==> src/rtl/core101_issue_pkg.sv <==
// Shared constants for the issue stage: execution-unit one-hot selects and field widths.
package core101_issue_pkg;

  localparam int REG_ADDR_W      = 5;
  localparam int UOP_W           = 4;
  localparam int MAX_OUTSTANDING = 4;

  localparam logic [2:0] INT_EXEC_SEL = 3'b001;
  localparam logic [2:0] LSU_EXEC_SEL = 3'b010;
  localparam logic [2:0] VEC_EXEC_SEL = 3'b100;

  function automatic logic sel_is_legal(input logic [2:0] sel);
    return (sel == INT_EXEC_SEL) || (sel == LSU_EXEC_SEL) || (sel == VEC_EXEC_SEL);
  endfunction

endpackage

==> src/rtl/issue_scoreboard.sv <==
// Busy-bit scoreboard for destinations owned by the multi-cycle units.
// Register 0 is architecturally constant, so its bit never becomes busy.
module issue_scoreboard #(
  parameter int ADDR_W = 5
) (
  input  logic              clock_in,
  input  logic              i_clear,
  input  logic              i_set_en,
  input  logic [ADDR_W-1:0] i_set_addr,
  input  logic              i_clr_en,
  input  logic [ADDR_W-1:0] i_clr_addr,
  input  logic [ADDR_W-1:0] i_rs1_addr,
  input  logic [ADDR_W-1:0] i_rs2_addr,
  input  logic [ADDR_W-1:0] i_rd_addr,
  output logic              o_rs1_busy,
  output logic              o_rs2_busy,
  output logic              o_rd_busy
);

  localparam int NREGS = 1 << ADDR_W;

  logic [NREGS-1:0] r_busy;
  logic [NREGS-1:0] w_busy_nxt;

  // Clear is applied before set so a same-cycle set of the same register wins.
  always_comb begin
    w_busy_nxt = r_busy;
    if (i_clr_en) w_busy_nxt[i_clr_addr] = 1'b0;
    if (i_set_en) w_busy_nxt[i_set_addr] = 1'b1;
    w_busy_nxt[0] = 1'b0;
  end

  always_ff @(posedge clock_in) begin
    if (i_clear) r_busy <= '0;
    else         r_busy <= w_busy_nxt;
  end

  assign o_rs1_busy = r_busy[i_rs1_addr];
  assign o_rs2_busy = r_busy[i_rs2_addr];
  assign o_rd_busy  = r_busy[i_rd_addr];

endmodule

==> src/rtl/issue_controller.sv <==
// One-entry issue stage: holds a decoded instruction, checks hazards and per-unit
// outstanding limits, and issues it to INT/LSU/VEC over valid/ready.
module issue_controller #(
  parameter int REG_ADDR_W      = core101_issue_pkg::REG_ADDR_W,
  parameter int UOP_W           = core101_issue_pkg::UOP_W,
  parameter int MAX_OUTSTANDING = core101_issue_pkg::MAX_OUTSTANDING
) (
  input  logic                  clock_in,
  input  logic                  reset_in,
  input  logic                  flush_in,
  input  logic                  dec_valid_in,
  output logic                  dec_ready_out,
  input  logic [2:0]            dec_sel_in,
  input  logic [UOP_W-1:0]      dec_uop_in,
  input  logic [REG_ADDR_W-1:0] dec_rs1_in,
  input  logic [REG_ADDR_W-1:0] dec_rs2_in,
  input  logic [REG_ADDR_W-1:0] dec_rd_in,
  input  logic                  dec_rd_we_in,
  input  logic                  dec_pc_mux_sel_in,
  input  logic                  dec_imm_mux_sel_in,
  output logic                  int_valid_out,
  input  logic                  int_ready_in,
  output logic                  lsu_valid_out,
  input  logic                  lsu_ready_in,
  output logic                  vec_valid_out,
  input  logic                  vec_ready_in,
  output logic [UOP_W-1:0]      iss_uop_out,
  output logic [REG_ADDR_W-1:0] iss_rd_out,
  output logic                  iss_pc_mux_sel_out,
  output logic                  iss_imm_mux_sel_out,
  input  logic                  lsu_done_in,
  input  logic                  vec_done_in,
  input  logic                  wb_valid_in,
  input  logic [REG_ADDR_W-1:0] wb_rd_in,
  output logic                  invalid_ins_out
);

  import core101_issue_pkg::*;

  // Handshake: a unit's valid, once raised, stays high with a stable payload until
  // that unit's ready is sampled high at a rising edge; only flush or reset withdraws it.
  localparam int CNT_W = $clog2(MAX_OUTSTANDING + 1);
  localparam logic [CNT_W-1:0] CNT_MAX = CNT_W'(MAX_OUTSTANDING);
  localparam logic [CNT_W-1:0] CNT_ONE = CNT_W'(1);

  logic                  r_hold_valid;
  logic [2:0]            r_hold_sel;
  logic [UOP_W-1:0]      r_hold_uop;
  logic [REG_ADDR_W-1:0] r_hold_rs1;
  logic [REG_ADDR_W-1:0] r_hold_rs2;
  logic [REG_ADDR_W-1:0] r_hold_rd;
  logic                  r_hold_rd_we;
  logic                  r_hold_pc_sel;
  logic                  r_hold_imm_sel;
  logic [CNT_W-1:0]      r_cnt_lsu;
  logic [CNT_W-1:0]      r_cnt_vec;

  logic w_kill;
  logic w_is_int, w_is_lsu, w_is_vec, w_bad;
  logic w_rs1_busy, w_rs2_busy, w_rd_busy, w_hazard;
  logic w_int_valid, w_lsu_valid, w_vec_valid;
  logic w_fire_int, w_fire_lsu, w_fire_vec, w_fire;
  logic w_drop, w_dec_ready, w_accept;
  logic w_lsu_ret, w_vec_ret;
  logic w_sb_set;

  assign w_kill   = reset_in | flush_in;
  assign w_is_int = r_hold_valid && (r_hold_sel == INT_EXEC_SEL);
  assign w_is_lsu = r_hold_valid && (r_hold_sel == LSU_EXEC_SEL);
  assign w_is_vec = r_hold_valid && (r_hold_sel == VEC_EXEC_SEL);
  assign w_bad    = r_hold_valid && !sel_is_legal(r_hold_sel);

  issue_scoreboard #(.ADDR_W(REG_ADDR_W)) u_scoreboard (
    .clock_in   (clock_in),
    .i_clear    (w_kill),
    .i_set_en   (w_sb_set),
    .i_set_addr (r_hold_rd),
    .i_clr_en   (wb_valid_in),
    .i_clr_addr (wb_rd_in),
    .i_rs1_addr (r_hold_rs1),
    .i_rs2_addr (r_hold_rs2),
    .i_rd_addr  (r_hold_rd),
    .o_rs1_busy (w_rs1_busy),
    .o_rs2_busy (w_rs2_busy),
    .o_rd_busy  (w_rd_busy)
  );

  assign w_hazard = w_rs1_busy | w_rs2_busy | (r_hold_rd_we & w_rd_busy);

  assign w_int_valid = !w_kill && w_is_int && !w_hazard;
  assign w_lsu_valid = !w_kill && w_is_lsu && !w_hazard && (r_cnt_lsu < CNT_MAX);
  assign w_vec_valid = !w_kill && w_is_vec && !w_hazard && (r_cnt_vec < CNT_MAX);

  assign w_fire_int = w_int_valid && int_ready_in;
  assign w_fire_lsu = w_lsu_valid && lsu_ready_in;
  assign w_fire_vec = w_vec_valid && vec_ready_in;
  assign w_fire     = w_fire_int | w_fire_lsu | w_fire_vec;

  assign w_drop      = !w_kill && w_bad;
  assign w_dec_ready = !w_kill && (!r_hold_valid || w_fire || w_drop);
  assign w_accept    = dec_valid_in && w_dec_ready;

  // INT results are bypassed, so only the multi-cycle units claim a destination.
  assign w_sb_set = (w_fire_lsu | w_fire_vec) && r_hold_rd_we && (r_hold_rd != '0);

  assign w_lsu_ret = lsu_done_in && (r_cnt_lsu != '0);
  assign w_vec_ret = vec_done_in && (r_cnt_vec != '0);

  always_ff @(posedge clock_in) begin
    if (w_kill) begin
      r_hold_valid   <= 1'b0;
      r_hold_sel     <= '0;
      r_hold_uop     <= '0;
      r_hold_rs1     <= '0;
      r_hold_rs2     <= '0;
      r_hold_rd      <= '0;
      r_hold_rd_we   <= 1'b0;
      r_hold_pc_sel  <= 1'b0;
      r_hold_imm_sel <= 1'b0;
    end else if (w_accept) begin
      r_hold_valid   <= 1'b1;
      r_hold_sel     <= dec_sel_in;
      r_hold_uop     <= dec_uop_in;
      r_hold_rs1     <= dec_rs1_in;
      r_hold_rs2     <= dec_rs2_in;
      r_hold_rd      <= dec_rd_in;
      r_hold_rd_we   <= dec_rd_we_in;
      r_hold_pc_sel  <= dec_pc_mux_sel_in;
      r_hold_imm_sel <= dec_imm_mux_sel_in;
    end else if (w_fire || w_drop) begin
      r_hold_valid   <= 1'b0;
    end
  end

  always_ff @(posedge clock_in) begin
    if (w_kill) begin
      r_cnt_lsu <= '0;
      r_cnt_vec <= '0;
    end else begin
      if (w_fire_lsu && !w_lsu_ret)      r_cnt_lsu <= r_cnt_lsu + CNT_ONE;
      else if (!w_fire_lsu && w_lsu_ret) r_cnt_lsu <= r_cnt_lsu - CNT_ONE;
      if (w_fire_vec && !w_vec_ret)      r_cnt_vec <= r_cnt_vec + CNT_ONE;
      else if (!w_fire_vec && w_vec_ret) r_cnt_vec <= r_cnt_vec - CNT_ONE;
    end
  end

  assign dec_ready_out       = w_dec_ready;
  assign int_valid_out       = w_int_valid;
  assign lsu_valid_out       = w_lsu_valid;
  assign vec_valid_out       = w_vec_valid;
  assign invalid_ins_out     = w_drop;
  assign iss_uop_out         = r_hold_valid ? r_hold_uop     : '0;
  assign iss_rd_out          = r_hold_valid ? r_hold_rd      : '0;
  assign iss_pc_mux_sel_out  = r_hold_valid ? r_hold_pc_sel  : 1'b0;
  assign iss_imm_mux_sel_out = r_hold_valid ? r_hold_imm_sel : 1'b0;

endmodule

==> config.mk <==
export PLATFORM = sky130hd
export DESIGN_NAME = issue_controller
export DESIGN_NICKNAME = d
export VERILOG_FILES = /design/src/rtl/core101_issue_pkg.sv /design/src/rtl/issue_scoreboard.sv /design/src/rtl/issue_controller.sv
export SDC_FILE = /design/constraint.sdc
export NUM_CORES = 1
export LEC_CHECK = 0
export BUFFER_PORTS_ARGS = -buffer_cell sky130_fd_sc_hd__buf_2
export CAP_MARGIN = 15
export CORE_UTILIZATION = 59
export CTS_BUF_LIST = sky130_fd_sc_hd__clkbuf_4
export CTS_CLUSTER_SIZE = 14
export DETAILED_ROUTE_END_ITERATION = 16
export GPL_ROUTABILITY_DRIVEN = 0
export PLACE_DENSITY = 0.83
export SETUP_SLACK_MARGIN = 0.02
export SLEW_MARGIN = 20
export SYNTH_ARGS = -nofsm -noshare
export SYNTH_HDL_FRONTEND = slang
export SYNTH_SLANG_ARGS = --single-unit
==> constraint.sdc <==
create_clock -name clock_in -period 10 [get_ports clock_in]
set_input_delay 3 -clock clock_in [delete_from_list [all_inputs] [get_ports clock_in]]
set_output_delay 3 -clock clock_in [all_outputs]
set_load 0.05 [all_outputs]
---- Yosys cells after proc, flatten, opt, wreduce, memory -nomap -nowiden ----
Cells that the tools add are included.
cells by class
  add/subtract/negate cells ............... 4
  magnitude comparators ................... 8
  eq/ne operators ......................... 3
  mux-type cells .......................... 22
  bitwise logic cells ..................... 10
  reductions and logical operators ........ 47
operators by type and width
  operator               count
  $mux W32               2
  $and A32 B32 Y32       1
  $not A32 Y32           1
  $or A32 B32 Y32        1
  $logic_and A1 B1 Y1    28
  $lt A5 B6 Y1 const B   4
  $bmux W1 S5            3
  $mux W3                4
  $demux W1 S5           2
  $ge A5 B1 Y1 const B   2
  $mux W1                9
  $logic_not A1 Y1       8
  $add A3 B1 Y3 const B  2
  $lt A3 B3 Y1 const B   2
  $or A1 B1 Y1           6
  $reduce_bool A2 Y1     3
  $reduce_bool A3 Y1     2
  $sub A3 B1 Y3 const B  2
  $logic_or A1 B1 Y1     5
  $mux W5                1
  $reduce_bool A5 Y1     1
  $mux W4                1
  $eq A3 B1 Y1 const B   1
  $eq A3 B2 Y1 const B   1
  2 further kinds        2
word-level totals
  flip-flop bits (word level) ............. 64
  input port bits ......................... 40
  logic and storage cells ................. 107

---- Longest topological paths before layout ----
Gate-level depths: netlist (run 1).
  depth after elaboration ................. 15
  mapped depth ............................ 14
  gate-level depth less buffers ........... 12

---- Cells and area by module ----
A second synthesis (run 1) with hierarchy kept.
unflattened totals
  cells, all modules ...................... 446
  area, all modules ....................... 3814.9 um^2
modules (own cells, without submodules)
  module            times used  cells an instance  area an instance (um^2)  sequential area each (um^2)
  issue_scoreboard  1           265                2179.6                   620.6
  issue_controller  1           181                1635.3                   640.6

---- Least setup slack after synthesis (run 1) ----
Ideal clock, no wire load.
  path kind ............................... input-to-output
  start point ............................. input port flush_in
  end point ............................... output port dec_ready_out
  arrival ................................. 5260 ps
  required time ........................... 7000 ps
  slack ................................... 1740 ps
  stages .................................. 6
  cells stage by stage .................... nor2_1 -> nand2_1 -> nor2_1 -> nand2b_1 -> o21ba_2 -> nor2_1
between the ends
  elaborated cells between the ends (all ways) .. 19
  those cells by class .................... bitwise (3); reduce/logical (16)
RTL lines
  item                 line                     source
  start: declaration   issue_controller.sv:10   input logic flush_in,
  $or A1 B1 Y1         issue_controller.sv:67   assign w_kill = reset_in | flush_in;
  $logic_not A1 Y1     issue_controller.sv:99   assign w_drop = !w_kill && w_bad;
  $logic_and A1 B1 Y1  issue_controller.sv:99
  net invalid_ins_out  issue_controller.sv:35   output logic invalid_ins_out
  $logic_or A1 B1 Y1   issue_controller.sv:100  assign w_dec_ready = !w_kill && (!r_hold_valid || w_fire || w_drop);
  $logic_and A1 B1 Y1  issue_controller.sv:100
  end: declaration     issue_controller.sv:12   output logic dec_ready_out,
The timed path passes the listed nets, and every way through them passes these cells.

---- Worst setup path after layout (run 1) ----
  start point ............................. input port flush_in
  end point ............................... output port dec_ready_out
between the ends
  cells in the longest elaborated chain, start to end .. 11
  elaborated cells between the ends (all ways) .. 19
  those cells by class .................... bitwise (3); reduce/logical (16)
ends and longest elaborated chain
  item                               line                     source
  $or A1 B1 Y1 (*)                   issue_controller.sv:67
  $logic_not A1 Y1 (*)               --
  $logic_and A1 B1 Y1 (3 in series)  issue_controller.sv:91   assign w_lsu_valid = !w_kill && w_is_lsu && !w_hazard && (r_cnt_lsu < CNT_MAX);
  $logic_and A1 B1 Y1                issue_controller.sv:95   assign w_fire_lsu = w_lsu_valid && lsu_ready_in;
  $or A1 B1 Y1 (2 in series)         issue_controller.sv:97   assign w_fire = w_fire_int | w_fire_lsu | w_fire_vec;
  $logic_or A1 B1 Y1 (2 in series)   issue_controller.sv:100
  $logic_and A1 B1 Y1 (*)            issue_controller.sv:100
Every way passes the cells marked *; elsewhere a longest branch is shown, timed or not.

==> results of run 1 <==
[placed cells by master, fill, tap and decap left out, types with 7 or more instances in the layout]
cell type	instances
dfxtp_1	63
nand3_1	55
buf_2	55
o21ai_0	54
a21oi_1	51
mux2i_1	19
mux4_2	15
nand2_1	15
nor2_1	15
and2_1	12
clkbuf_4	9
inv_1	7
nand3b_1	7
o22ai_1	7
[sequential cells by signal, indices dropped and copies added, names as in the netlist]
name and flops:
r_hold_valid 1, r_hold_rs2 5, r_hold_rd 5, r_hold_imm_sel 1
r_cnt_lsu 3, r_cnt_vec 3, r_hold_rd_we 1, r_hold_pc_sel 1
r_hold_sel 3, r_hold_rs1 5, r_hold_uop 4, u_scoreboard.r_busy 31
[Yosys cell counts (all sizes together) (5+ instances only)]
| master | n | share of area (%) |
|---|---|---|
| o22ai | 7 | 1.2 |
| clkbuf | 19 | 1.9 |
| inv | 7 | 0.71 |
| nand2 | 15 | 1.5 |
| buf | 11 | 1.7 |
| and2 | 12 | 2.0 |
| mux4 | 15 | 9.2 |
| mux2i | 19 | 5.2 |
| nor2b | 5 | 0.85 |
| nand3 | 55 | 7.5 |
| a21oi | 51 | 6.9 |
| nand2b | 5 | 0.85 |
| nor2 | 15 | 1.5 |
| nand3b | 7 | 1.4 |
| dfxtp | 63 | 34 |
| nor3b | 5 | 1.0 |
| xor2 | 5 | 1.2 |
| o21ai | 55 | 7.5 |
[routing by layer]
layer  vias up  wire, um
met3        21       899
met1      1720      4500
met5         -         0
met2       199      4510
li1       1674         -
met4         0       207
[worst max-delay path by stage]
| stage | to | from |
|---|---|---|
| final | dec_ready_out | flush_in |
| after global routing | dec_ready_out | flush_in |
| after CTS | dec_ready_out | flush_in |
| after detailed placement | dec_ready_out | flush_in |
| after global placement | dec_ready_out | flush_in |
| after floorplan | dec_ready_out | flush_in |
[cell families (layout without fill, tap and decap cells)]
logic type	Yosys count	after routing
AND/OR/NAND/NOR	141	141
multiplexers	37	37
AO/OA/AOI/OAI	138	138
flip-flops	63	63
adder cells (fa/ha/maj)	4	4
buffers and inverters	37	79
XOR/XNOR	5	5
[final cells by class]
class / count / share of cell area [%]
Timing Repair Buffer: 56 / 6.97
Multi-Input combinational cell: 325 / 56.2
Sequential cell: 63 / 31.1
Tap cell: 75 / 2.31
Clock buffer: 9 / 1.66
Inverter: 7 / 0.647
Clock inverter: 7 / 1.17
[worst register-to-register path: stages, from the launching register on]
cell and delay, ns:
dfxtp_1 0.94, mux4_2 0.62, a32o_1 0.27, a221o_1 0.26
a21oi_1 0.44, o211ai_1 0.30, nor2_1 0.21, ha_1 0.21
inv_1 0.06, fa_1 0.38, xor2_1 0.16, or3_1 0.30
a21oi_1 0.15
[power breakdown]
group	switching (mW)	total (mW)	leakage, nW	internal [mW]
Combinational	0.0252	0.0418	0.797	0.0167
Clock	0.100	0.151	0.0637	0.0509
Sequential	0.00810	0.262	0.509	0.254
Total	0.133	0.455	1.37	0.322
[per-stage QoR]
step                      cell area (um2)  setup slack, ns
final                                4060             1.85
after global routing                 4060             1.66
after CTS                            4050             1.91
after detailed placement             3930             1.93
after global placement               3930             1.99
after floorplan                      3680             1.74
==> flow_summary.toml, run 1 <==
[sta]
whs_ns = 0.471
max_freq_mhz = 123
setup_tns_ns = 0
setup-violations-final = 0
tightest_slew_ns = 0.916
slew_headroom_pct = 38.9
finClkSkew_ns = 0.0156
report.final.slew_viol_count = 0
rsz0062_at_grt = "no"
final_hold_viol_count = 0
min_period_over_period_pct = 81.5
layout_min_cycle_time_ns = 8.15

[route]
drtAntennaViolNets = 0
vias = 3614
viasPerCell = 6.67
dr.first_iter.drc_count = 390
firstDrtPassIters = 5
drcViolationCount = 0
wirelength_um = 10100
wire_per_inst_um = 18.7

[worst_hold_path]
holdCritPathClass = "reg -> reg"
min_from = "r_hold_imm_sel$_SDFFE_PP0P_"
holdPathEnd = "r_hold_imm_sel$_SDFFE_PP0P_"
hold_depth = 2

[synth]
ys_async_sr_fraction_pct = 0
synth_top_flop_cell = "dfxtp_1"
ys_ff_latch = 63
synth.distinct_cells = 50
yosys-mux-area-fraction_pct = 15.3
ys_seq_area_share_pct = 34.2
synthAdderAreaFrac_pct = 1.77
yosys.area_share.simple_pct = 21.1
synth_warnings = 0
synth_xor_xnor_area_share_pct = 1.19
netlist_area_um2 = 3680
synth_edf_count = 0
synthCells = 425
synth_nets = 469
syn_area_per_cell_um2 = 8.67
synth_top_family_by_area = "compound AO/OA/AOI/OAI gates"
synth-compound-area-share_pct = 22.1

[final_layout]
regArea_um2 = 1260
drive_gt1_share_pct = 20.8
areaGrowthSynthToFinish_pct = 10.2
fin_nets = 506
diodes = 0
fillCellCount = 492
fin_util_pct = 68.2
multiInputGateArea_um2 = 2280
layout.cells.non_filler = 542

[placed_design]
portBuffers = 55
dp_hpwl_um = 7090
dp.cells = 526

[floorplanning]
ios = 56
die_x_um = 81.0
core_um2 = 5960
dieHeight_um = 81.0
num_rows = 28
dieArea_um2 = 6560
initial_core_util_pct = 61.8

[critical_path]
crit_family = "compound AO/OA/AOI/OAI gates"
worst-setup-path-type = "in -> out"
r2r_setup_slack_ns = 5.63
reg2reg_from = "r_hold_rd[0]$_SDFFE_PP0P_"
crit_path_cell_trace = "buf_2, nor2_1, nand2_1, o32ai_4, o211ai_1, o21ba_2, nor2_1, buf_2"
crit_path_max_incr_delay_ns = 0.50
critical_path.max_fanout = 10
cp.required_ns = 7.00
end_kind = "output port"
critPathSlowestCell = "nor2_1"
crit_path_start_kind = "input pin"
cp_num_cells = 8
cp_num_buf_inv = 2
reg2reg_to = "r_cnt_vec[2]$_SDFFE_PP0P_"
critPathArrivalTime_ns = 5.15
r2r_cells = 12

[grt]
grt_pass1_vias = 3199
grtUsageMet2_pct = 47.9
top_usage_layer = "met2"
antenna_found_initial = 0
met1_usage_pct = 46.1
grt_pass1_wl_um = 16100
grt_overflow_total = 0
grt_usage_pct = 32.6
use_met3_pct = 8.31
grt_max_degree = 59

[cts]
postCtsSetupRepairBufs = 0
root_buffer = "clkbuf_4"
cts.sinks = 63
htree_levels = 3
ctsHoldBuffers = 0
clk_path_buf_depth = 2
insertion_delay_ns = 0.42
clk_pin_slew_ns = 0.11
cts_tree = "done"
post_cts_resized = 0
numCtsBuffers = 9

[pwr]
total_power_uw = 455
p_leak_nw = 1.37
cellPowerDensity_nw_per_um2 = 112
peakVddDrop_v = 0.000113

[outcome]
outcome = "finished, final reports clean"

[job]
drv_cap = 0
Note: power is estimated with default switching activity, not from simulation.
==> run 2, diff against run 1 <==
- CORE_UTILIZATION: 59 -> 53
- PLACE_DENSITY: 0.83 -> 0.79
- clock period: 10 -> 6.7 ns (I/O delays scaled with it)
==> flow_summary.toml, run 2 (same netlist as run 1, synthesis figures left out) <==
[outcome]
outcome = "finished, final reports clean"

[worst_hold_path]
holdCritPathClass = "reg -> reg"

[sta]
whs_ns = 0.471
setup_tns_ns = 0
max_freq_mhz = 170
slew_headroom_pct = 38.6
final_hold_viol_count = 0
setup-violations-final = 0
setup_slack_ns = 0.813
layout_min_cycle_time_ns = 5.89
report.final.slew_viol_count = 0
finClkSkew_ns = 0.0210
tightest_slew_ns = 0.920
min_period_over_period_pct = 87.9
rsz0062_at_grt = "no"

[final_layout]
fillCellCount = 578
final_common_cell = "dfxtp_1"
largest_register = "u_scoreboard.r_busy"
areaGrowthSynthToFinish_pct = 11.9
layout_common_cells = "dfxtp_1, nand3_1, buf_2"
diodes = 0
drive_gt1_share_pct = 21.2
fin_nets = 507
largest_reg_flops = 31

[floorplanning]
dieArea_um2 = 7290
ios = 56
core_um2 = 6760
num_rows = 30
die_x_um = 85.4
initial_core_util_pct = 54.5
dieHeight_um = 85.4

[cts]
ctsHoldBuffers = 0
numCtsBuffers = 9
cts_tree = "done"
cts.sinks = 63
root_buffer = "clkbuf_4"
htree_levels = 3
insertion_delay_ns = 0.43
postCtsSetupRepairBufs = 0
clk_path_buf_depth = 2
clk_pin_slew_ns = 0.12
post_cts_resized = 0

[critical_path]
end_kind = "output port"
critPathArrivalTime_ns = 3.88
crit_path_start_kind = "flop"
cp.required_ns = 4.69
critical_path.max_fanout = 19
r2r_setup_slack_ns = 2.36
worst-setup-path-type = "reg -> out"

[placed_design]
dp_slack_ns = 0.922
dp_hpwl_um = 7290
portBuffers = 55

[route]
vias = 3696
firstDrtPassIters = 6
wirelength_um = 10800
viasPerCell = 6.74
drtAntennaViolNets = 0
dr.first_iter.drc_count = 345
wire_per_inst_um = 19.7
drcViolationCount = 0

[pwr]
peakVddDrop_v = 0.000134
pwr-share-comb_pct = 8.4
cellPowerDensity_nw_per_um2 = 184
power.internal_uw = 557
p_leak_nw = 1.40
p_sw_uw = 203
power_frac_seq_pct = 51.5
clkPwrFrac_pct = 40.1
switching_share_pct = 26.7

[grt]
grt_max_degree = 58
grt_pass1_vias = 3310
antenna_found_initial = 0
grt_pass1_wl_um = 16800
grt_overflow_total = 0
grt_usage_pct = 29.9

[job]
drv_cap = 0
[run 2: cell types whose count changed in the layout (fill, tap and decap cells not counted), sizes merged]
cell	delta
clkinv	-1
buf	+1
bufinv	+2
clkinvlp	-1
[run 2: worst paths after layout]
check | startpoint | end | cells past startpoint
setup / recovery | r_hold_rd[0]$_SDFFE_PP0P_ | dec_ready_out | 8
hold / removal | r_hold_uop[1]$_SDFFE_PP0P_ | r_hold_uop[1]$_SDFFE_PP0P_ | 2
setup reg to reg | r_hold_rd[0]$_SDFFE_PP0P_ | r_cnt_lsu[2]$_SDFFE_PP0P_ | 12
hold reg to reg | r_hold_uop[1]$_SDFFE_PP0P_ | r_hold_uop[1]$_SDFFE_PP0P_ | 2
[run 2: worst max-delay path, cell delays in order (launching register included)]
cell and delay [ns]:
dfxtp_1 0.95, mux4_2 0.59, a32o_1 0.28, a221o_1 0.30, a21oi_1 0.40, o211ai_1 0.28
o21ba_2 0.29, nor2_1 0.09, buf_2 0.27
[run 2: metrics by stage]
stage                     util [%]  cells  power [mW]  instance area [um2]
after floorplan                  -    425       0.436                 3680
after global placement        58.4    532       0.460                 3950
after detailed placement      58.4    532       0.462                 3950
after CTS                     60.8    548       0.760                 4110
after global routing          61.0    548       0.784                 4120
final                         61.0    548       0.760                 4120
[run 2: power by group through the flow]
stage	clock, mW	sequential, mW	combinational (mW)
2_1_floorplan	0	0.391	0.0447
3_3_place_gp	0	0.399	0.0602
3_5_place_dp	0	0.400	0.0617
4_1_cts	0.307	0.391	0.0621
5_1_grt	0.322	0.393	0.0685
6_report	0.305	0.392	0.0635
[run 2: metal layers]
metal | vias up | part of all wire (%) | global-route usage [%]
met5 | - | 0 | 0
met4 | 0 | 3.5 | 11.8
met3 | 46 | 12 | 7.68
met2 | 245 | 46 | 45.5
met1 | 1727 | 38 | 40.9
li1 | 1678 | - | -
[run 2: final cells by class]
cell class	count	area, um2	share of cell area [%]
Timing Repair Buffer	57	290	7.04
Clock buffer	9	67.6	1.64
Multi-Input combinational cell	325	2280	55.3
Clock inverter	7	96.3	2.34
Sequential cell	63	1260	30.6
Tap cell	80	100	2.43
Inverter	7	26.3	0.638
